`src/rtl/data_mem_arbiter.sv`:
```
// Two-port arbiter in front of the single-port data memory.
// One access every two cycles; round-robin or fixed priority between ports.
//
// state  | meaning
// IDLE   | waiting for a request; picks a winner and latches its command
// ACCESS | memory driven with the latched command; read data captured at end
module data_mem_arbiter #(
    parameter int ADDR_W     = 8,
    parameter int DATA_W     = 16,
    parameter int FIXED_PRIO = 0
) (
    input  logic              clock,
    input  logic              reset,
    input  logic              req0,
    input  logic              req1,
    input  logic              we0,
    input  logic              we1,
    input  logic [ADDR_W-1:0] addr0,
    input  logic [ADDR_W-1:0] addr1,
    input  logic [DATA_W-1:0] wdata0,
    input  logic [DATA_W-1:0] wdata1,
    output logic              gnt0,
    output logic              gnt1,
    output logic              rvalid0,
    output logic              rvalid1,
    output logic [DATA_W-1:0] rdata0,
    output logic [DATA_W-1:0] rdata1,
    output logic              busy,
    output logic              mem_signal_write,
    output logic [ADDR_W-1:0] mem_addr_rw,
    output logic [DATA_W-1:0] mem_data_write,
    input  logic [DATA_W-1:0] mem_data_read
);

    typedef enum logic {IDLE, ACCESS} state_t;

    state_t              state;
    logic                last;
    logic                cmd_we;
    logic                cmd_port;
    logic [ADDR_W-1:0]   cmd_addr;
    logic [DATA_W-1:0]   cmd_wdata;
    logic                pick;

    // pick = 1 selects port 1
    always_comb begin
        pick = 1'b0;
        if (req0 && req1) begin
            pick = (FIXED_PRIO != 0) ? 1'b0 : ~last;
        end else begin
            pick = req1;
        end
    end

    always_ff @(posedge clock) begin
        if (reset) begin
            state     <= IDLE;
            last      <= 1'b1;
            cmd_we    <= 1'b0;
            cmd_port  <= 1'b0;
            cmd_addr  <= '0;
            cmd_wdata <= '0;
            gnt0      <= 1'b0;
            gnt1      <= 1'b0;
            rvalid0   <= 1'b0;
            rvalid1   <= 1'b0;
            rdata0    <= '0;
            rdata1    <= '0;
            busy      <= 1'b0;
        end else begin
            rvalid0 <= 1'b0;
            rvalid1 <= 1'b0;
            if (state == IDLE) begin
                if (req0 || req1) begin
                    state     <= ACCESS;
                    busy      <= 1'b1;
                    last      <= pick;
                    cmd_port  <= pick;
                    cmd_we    <= pick ? we1 : we0;
                    cmd_addr  <= pick ? addr1 : addr0;
                    cmd_wdata <= pick ? wdata1 : wdata0;
                    gnt0      <= ~pick;
                    gnt1      <= pick;
                end
            end else begin
                state <= IDLE;
                busy  <= 1'b0;
                gnt0  <= 1'b0;
                gnt1  <= 1'b0;
                if (!cmd_we) begin
                    if (cmd_port) begin
                        rdata1  <= mem_data_read;
                        rvalid1 <= 1'b1;
                    end else begin
                        rdata0  <= mem_data_read;
                        rvalid0 <= 1'b1;
                    end
                end
            end
        end
    end

    // reset gates the strobe directly so an in-flight write is squashed
    assign mem_signal_write = (state == ACCESS) && cmd_we && !reset;
    assign mem_addr_rw      = cmd_addr;
    assign mem_data_write   = cmd_wdata;

endmodule

```
`config.mk`:
```
export PLATFORM = sky130hd
export DESIGN_NAME = data_mem_arbiter
export DESIGN_NICKNAME = d
export VERILOG_FILES = /design/src/rtl/data_mem_arbiter.sv
export SDC_FILE = /design/constraint.sdc
export NUM_CORES = 1
export LEC_CHECK = 0
export CAP_MARGIN = 20
export CORE_MARGIN = 5
export CORE_UTILIZATION = 43
export CTS_CLUSTER_DIAMETER = 80
export DETAILED_ROUTE_END_ITERATION = 16
export PLACE_DENSITY_LB_ADDON = 0.1
export SYNTH_ARGS = -nofsm -noshare
export SYNTH_HDL_FRONTEND = slang
export SYNTH_SLANG_ARGS = --single-unit
```
`constraint.sdc`:
```
create_clock -name clock -period 3.35 [get_ports clock]
set_input_delay 0.67 -clock clock [delete_from_list [all_inputs] [get_ports clock]]
set_output_delay 0.67 -clock clock [all_outputs]
set_load 0.02 [all_outputs]
```
==> results.md, run 1 <==
- Average cell area after synthesis: 8.430 um^2
- Crit start category: register
- Data arrival time of the critical path: 1610 ps
- All-Layer GR Usage: 0.1966
- Synthesized Nets: 382
- Top Usage Layer GRT: met2
- Leakage: 1.515 nW
- Worst Max-Slew Pin Slew: 982.5 ps
- Core Box Area: 0.005921 mm^2
- Crit path max-delay family: buffers and inverters
- Slew headroom: 0.3422
- Post-synth top cells: nand2_1 (90), dfxtp_1 (65), a21oi_1 (59)
- Hold path startpoint: rdata1[14]
- Worst-path fanout max: 10
- Setup_tns: 0 ps
- Crit path capture type: primary output
- Fill cells: 514
- Clock transition at the registers of the reported paths: 70 ps
- Layout cells sized above 1: 0.09425
- Sequential area share after synthesis: 0.4948
- Met3 Use GR: 0.1025
- Hold Path Sink: rdata1[14]
- Post-CTS setup buffers: 0
- Post-synth ARST share: 0
- Via Count: 2518
- Post-synth EDFFs: 0
- # clock sinks: 65
- Layout area overhead: 56.14%
- HPWL Detailed: 5.106 mm
- Vias in the first global route: 2531
- Hold Buf Count CTS: 0
- Port Buffers: 131
- Via-to-Cell Ratio: 4.937
- Syn Inst Count: 312
- Synthesized cell area: 0.002630 mm^2
- Worst Hold Class: reg2reg
- Post-layout min period: 2280 ps
- Maximum clock path buffer count: 2
- Most frequent cell after synthesis: nand2_1
- Setup ws final: 1070 ps
- Overflow after GRT: 0
- CP bufs+invs: 1
- First-pass DRT Iterations: 4
- Synth Warn #: 0
- Max frequency: 0.4385 GHz
- Crit-path max cell delay: 630 ps
- Post-route ant nets: 0
- Post-synth top area share: 0.4948
- Status: finished, final reports clean
- Antenna violations before repair: 0
- Hold path cells: 2
- Max-cap violations: 0
- Sequential Area: 0.001301 mm^2
- R2r endpoint: rdata0[6]
- Synth Flop Type: dfxtp_1
- DIE AREA: 0.007780 mm^2
- Final Slew Violations: 0
- Post-cts resize count: 0
- Synth top area cells: dfxtp_1 (49%), nand2_1 (13%), a21oi_1 (11%), a211oi_2 (8.1%), nor2_1 (4.6%)
- Final net count: 500
- Reg2reg setup slack: 1660 ps
- Peak VDD IR: 457.9 uV
- Multi-input logic area: 0.001162 mm^2
- Initial core utilization: 0.4442
- RSZ-0062 raised after global routing: false
- CTS root buffer: clkbuf_8
- WL final: 7.276 mm
- CP Class: reg2out
- DR DRC count: 0
- RePlAce Congestion: 0.7175
- CP required: 2680 ps
- Antenna Cells: 0
- Hold Slack: 455.2 ps
- Final worst-path cycle share: 0.6807
- DR WL/cell: 14.27 um
- Clock insertion delay at the later pin of the skew report: 330 ps
- PwrDens: 489.4 mW/mm^2
- CTS tree: done
- Critical path cell sequence: nand2_1 > nor2_1 > clkdlybuf4s50_1
- Yosys top cell by area: dfxtp_1
- Crit Reg-Reg Startpoint: state
- First-pass GRT wire length: 11.81 mm
- CTS H-Tree Depth: 3
- Reg2reg path depth: 3
- Pre-CTS WS: 857.6 ps
- Starting DRT DRC Count: 90
- Final Skew: 9.213 ps
- Die W: 88.21 um
- Synth Register Bits: 65
- Vert. Die Dim: 88.21 um
- Largest net degree at the start of global routing: 66
- Yosys cell types: 27
- Std-Cell Rows: 28
- M1 GR Usage: 0.2206
- Slowest library cell on the worst path: clkdlybuf4s50_1
- Total CTS buffers: 9
- Num ports: 132
- Final setup violation count: 0
- Hold Fails Final Rpt: 0
- Met2 Usage GRT: 0.3249
-- final cells by class --
| cell class | instances | share of cell area |
|---|---|---|
| inverters | 2 | 0.001828 |
| flip-flops and latches | 65 | 0.3169 |
| well taps | 75 | 0.02285 |
| clock inverters | 6 | 0.02194 |
| repair buffers | 132 | 0.3199 |
| multi-input cells | 220 | 0.2831 |
| clock buffers | 10 | 0.03352 |
-- state kept, by name, summed over array words and instances, names as in the netlist --
signal,count
mem_data_write,16
rdata0,16
rdata1,16
mem_addr_rw,8
busy,1
cmd_port,1
cmd_we,1
gnt0,1
gnt1,1
last,1
rvalid0,1
rvalid1,1
state,1
-- worst min-delay path: stages (launching register included) --
cell     delay, ps
dfxtp_1        310
nand2_1         50
a21oi_1         50
-- cells in the final DEF (no fill, tap or decap), drive strengths merged --
| cell | Yosys | final |
|---|---|---|
| dfxtp | 65 | 65 |
| nor2 | 32 | 32 |
| nor3b | 1 | 1 |
| nor3 | 1 | 1 |
| and3b | 1 | 1 |
| nor4 | 1 | 1 |
| a21bo | 1 | 1 |
| clkbuf | 7 | 10 |
| a211oi | 25 | 25 |
| buf | 18 | 2 |
| or3b | 1 | 1 |
| nand2 | 90 | 90 |
| a21boi | 1 | 1 |
| o21bai | 2 | 2 |
| a22oi | 1 | 1 |
| inv | 2 | 3 |
| nand3b | 1 | 1 |
| bufinv | 0 | 2 |
| clkdlybuf4s50 | 0 | 130 |
| clkinv | 0 | 2 |
| o21ba | 1 | 1 |
| and3 | 1 | 1 |
| clkinvlp | 0 | 1 |
| a21oi | 60 | 60 |
-- routing by layer --
metal	part of all wire	wire, um
met1	0.39	2867
met3	0.11	834
met4	0.013	95
met5	0	0
met2	0.48	3478
-- worst max path at each step --
stage / startpoint / slack [ps] / depth (start not counted) / end
after detailed placement: req1 / 860 / 4 / mem_data_write[15]
after global placement: req0 / 910 / 4 / mem_data_write[5]
after floorplan: reset / 1300 / 3 / mem_signal_write
after CTS: state / 1040 / 3 / mem_signal_write
final: state / 1070 / 3 / mem_signal_write
after global routing: state / 900 / 3 / mem_signal_write
-- kinds of logic after synthesis --
logic type | after synthesis | synth area share
simple gates | 129 | 0.1951
compound gates | 91 | 0.2469
flops | 65 | 0.4948
buf+inv | 27 | 0.06327
-- stage by stage --
step | util | area [um^2] | cells | total power [mW]
after global routing | 0.6936 | 4106 | 510 | 2.108
after CTS | 0.6936 | 4106 | 510 | 2.036
final | 0.6936 | 4106 | 510 | 2.010
after floorplan | - | 2630 | 312 | 1.094
after detailed placement | 0.6551 | 3879 | 494 | 1.288
after global placement | 0.6551 | 3879 | 494 | 1.283
-- power breakdown --
group	switching, mW	internal [mW]	leakage [nW]
clock network	0.301	0.442	0.113
logic	0.206	0.207	0.869
registers	0.0294	0.824	0.533
total	0.537	1.47	1.52
(Power assumes the default switching activity.)
==> run 2, diff against run 1 <==
--- a/config.mk
+++ b/config.mk
@@ -7,7 +7,7 @@
 export LEC_CHECK = 0
 export CAP_MARGIN = 20
 export CORE_MARGIN = 5
-export CORE_UTILIZATION = 43
+export CORE_UTILIZATION = 36
 export CTS_CLUSTER_DIAMETER = 80
 export DETAILED_ROUTE_END_ITERATION = 16
 export PLACE_DENSITY_LB_ADDON = 0.1
==> constraint.sdc (replaced) <==
create_clock -name clock -period 1.9 [get_ports clock]
set_input_delay 0.38 -clock clock [delete_from_list [all_inputs] [get_ports clock]]
set_output_delay 0.38 -clock clock [all_outputs]
set_load 0.02 [all_outputs]
==> results.md, run 2 (synthesis gave the netlist of run 1 again) <==
- Status: finished, final reports clean
- Antenna violations before repair: 1 (+1)
- Sw Share: 0.2617 (-0.005259)
- Slowest library cell on the worst path: clkdlybuf4s50_1
- Core Box Area: 0.007176 mm^2 (+21%)
- First-pass GRT wire length: 12.06 mm (+2.2%)
- Critical path cell sequence: clkdlybuf4s50_1
- Fin util: 0.6016 (-0.09201)
- Layout cells sized above 1: 0.1166 (+0.02234)
- Clock insertion delay at the later pin of the skew report: 340 ps (about the same)
- Internal power: 2.775 mW (+88%)
- Total CTS buffers: 9 (unchanged)
- WL final: 7.709 mm (+6.0%)
- All-Layer GR Usage: 0.1702 (-0.02636)
- Clock transition at the registers of the reported paths: 70 ps (about the same)
- Data arrival time of the critical path: 1320 ps (-290 ps)
- Commonest non-fill, non-tap cell in the layout: clkdlybuf4s50_1
- Worst Max-Slew Pin Slew: 788.4 ps (-194.0 ps)
- Vert. Die Dim: 95.47 um (+8.2%)
- Setup_tns: 0 ps (unchanged)
- Power share of the combinational group: 0.210 (+0.004)
- Crit path max-delay family: buffers and inverters
- Initial core utilization: 0.3665 (-0.07769)
- Peak VDD IR: 396.9 uV (-13%)
- Largest net degree at the start of global routing: 66 (unchanged)
- CP bufs+invs: 1 (unchanged)
- CP Class: reg2out
- Overflow after GRT: 0 (unchanged)
- Final setup violation count: 0 (unchanged)
- CTS tree: done
- Starting DRT DRC Count: 74 (-18%)
- Via Count: 2591 (+2.9%)
- DIE AREA: 0.009115 mm^2 (+17%)
- Die W: 95.47 um (+8.2%)
- Clk network pwr share: 0.390 (+0.020)
- Worst Hold Class: reg2reg
- Crit-path max cell delay: 620 ps (about the same)
- Post-layout min period: 1696 ps
- CP Depth: 1 (-2)
- Max frequency: 0.5898 GHz
- CTS H-Tree Depth: 3 (unchanged)
- Sw Pwr: 983.9 uW (+83%)
- Final net count: 511 (+2.2%)
- Std-Cell Rows: 31 (+11%)
- First-pass DRT Iterations: 4 (unchanged)
- Hold path cells: 2 (unchanged)
- Max-cap violations: 0 (unchanged)
- Leakage: 1.607 nW (+6.1%)
- Post-CTS setup buffers: 0 (unchanged)
- DR DRC count: 0 (unchanged)
- RSZ-0062 raised after global routing: false
- Layout area overhead: 64.13%
- Final Slew Violations: 0 (unchanged)
- DR WL/cell: 14.14 um (-0.85%)
- CTS root buffer: clkbuf_8
- PwrDens: 870.8 mW/mm^2 (+78%)
- HPWL Detailed: 5.502 mm (+7.8%)
- Num ports: 132 (unchanged)
- Post-route ant nets: 0 (unchanged)
- Via-to-Cell Ratio: 4.754 (-3.7%)
- Final Skew: 9.010 ps (-0.2032 ps)
- Most frequent cells in the layout: clkdlybuf4s50_1 (129), nand2_1 (90), dfxtp_1 (65)
- Slew headroom: 0.4744 (+0.1322)
- RePlAce Congestion: 0.7807 (+8.8%)
- Worst-path fanout max: 2 (-8)
- # clock sinks: 65 (unchanged)
- Port Buffers: 131 (unchanged)
- Reg2reg path depth: 4 (+1)
- CP required: 1520 ps (-1160 ps)
- Vias in the first global route: 2555 (+0.95%)
- Final worst-path cycle share: 0.8924
- Seq pwr share: 0.400 (-0.025)
- Crit path capture type: primary output
- Crit start category: register
- Antenna Cells: 0 (unchanged)
- Hold Fails Final Rpt: 0 (unchanged)
- Maximum clock path buffer count: 2 (unchanged)
==> run 2: repair_timing <==
| item | in CTS | in global routing |
|---|---|---|
| gates resized for setup | 1 | 0 |
| hold buffers | 0 | 0 |
| hold endpoints to repair | 0 | 0 |
| endpoints found under the setup margin | 1 | 0 |
==> run 2: per-layer routing <==
layer | GRT usage | wire length [um] | vias to the layer above
met4 | 0.07820 | 112 | 2
met2 | 0.2741 | 3587 | 97
li1 | - | - | 1301
met3 | 0.07261 | 795 | 10
met1 | 0.1953 | 3205 | 1181
met5 | 0 | 7 | -
==> run 2: path summary, 6_finish.rpt <==
check                          from           endpoint  slack [ps]
setup / recovery  mem_data_write[0]  mem_data_write[0]         200
hold / removal            rdata1[6]          rdata1[6]         450
setup reg to reg              state          rdata0[9]         400
hold reg to reg           rdata1[6]          rdata1[6]         450
==> run 2: through the flow <==
stage	total power [mW]	hold WS, ps	cells	instance area (um^2)	setup slack, ps
2_1_floorplan	1.929	513.9	312	2630	434.1
3_3_place_gp	2.324	441.2	529	4066	95.73
3_5_place_dp	2.330	446.8	529	4066	39.09
4_1_cts	3.803	456.8	545	4317	192.0
5_1_grt	3.930	471.8	545	4317	131.4
6_report	3.759	453.2	545	4317	204.5
==> run 2: layout make-up <==
class,count,area [um^2]
Multi-Input combinational cell,220,1162
Timing Repair Buffer,143,1470
Sequential cell,65,1301
Clock inverter,6,113.9
Clock buffer,10,137.6
Inverter,2,7.507
Fill cell,641,2859
Tap cell,99,123.9
==> run 2: power groups by stage <==
stage | clock network [mW] | registers [mW] | logic [mW]
after floorplan | 0 | 1.63 | 0.297
after global placement | 0 | 1.53 | 0.790
after detailed placement | 0 | 1.53 | 0.796
after CTS | 1.50 | 1.50 | 0.798
after global routing | 1.57 | 1.51 | 0.849
final | 1.47 | 1.50 | 0.789
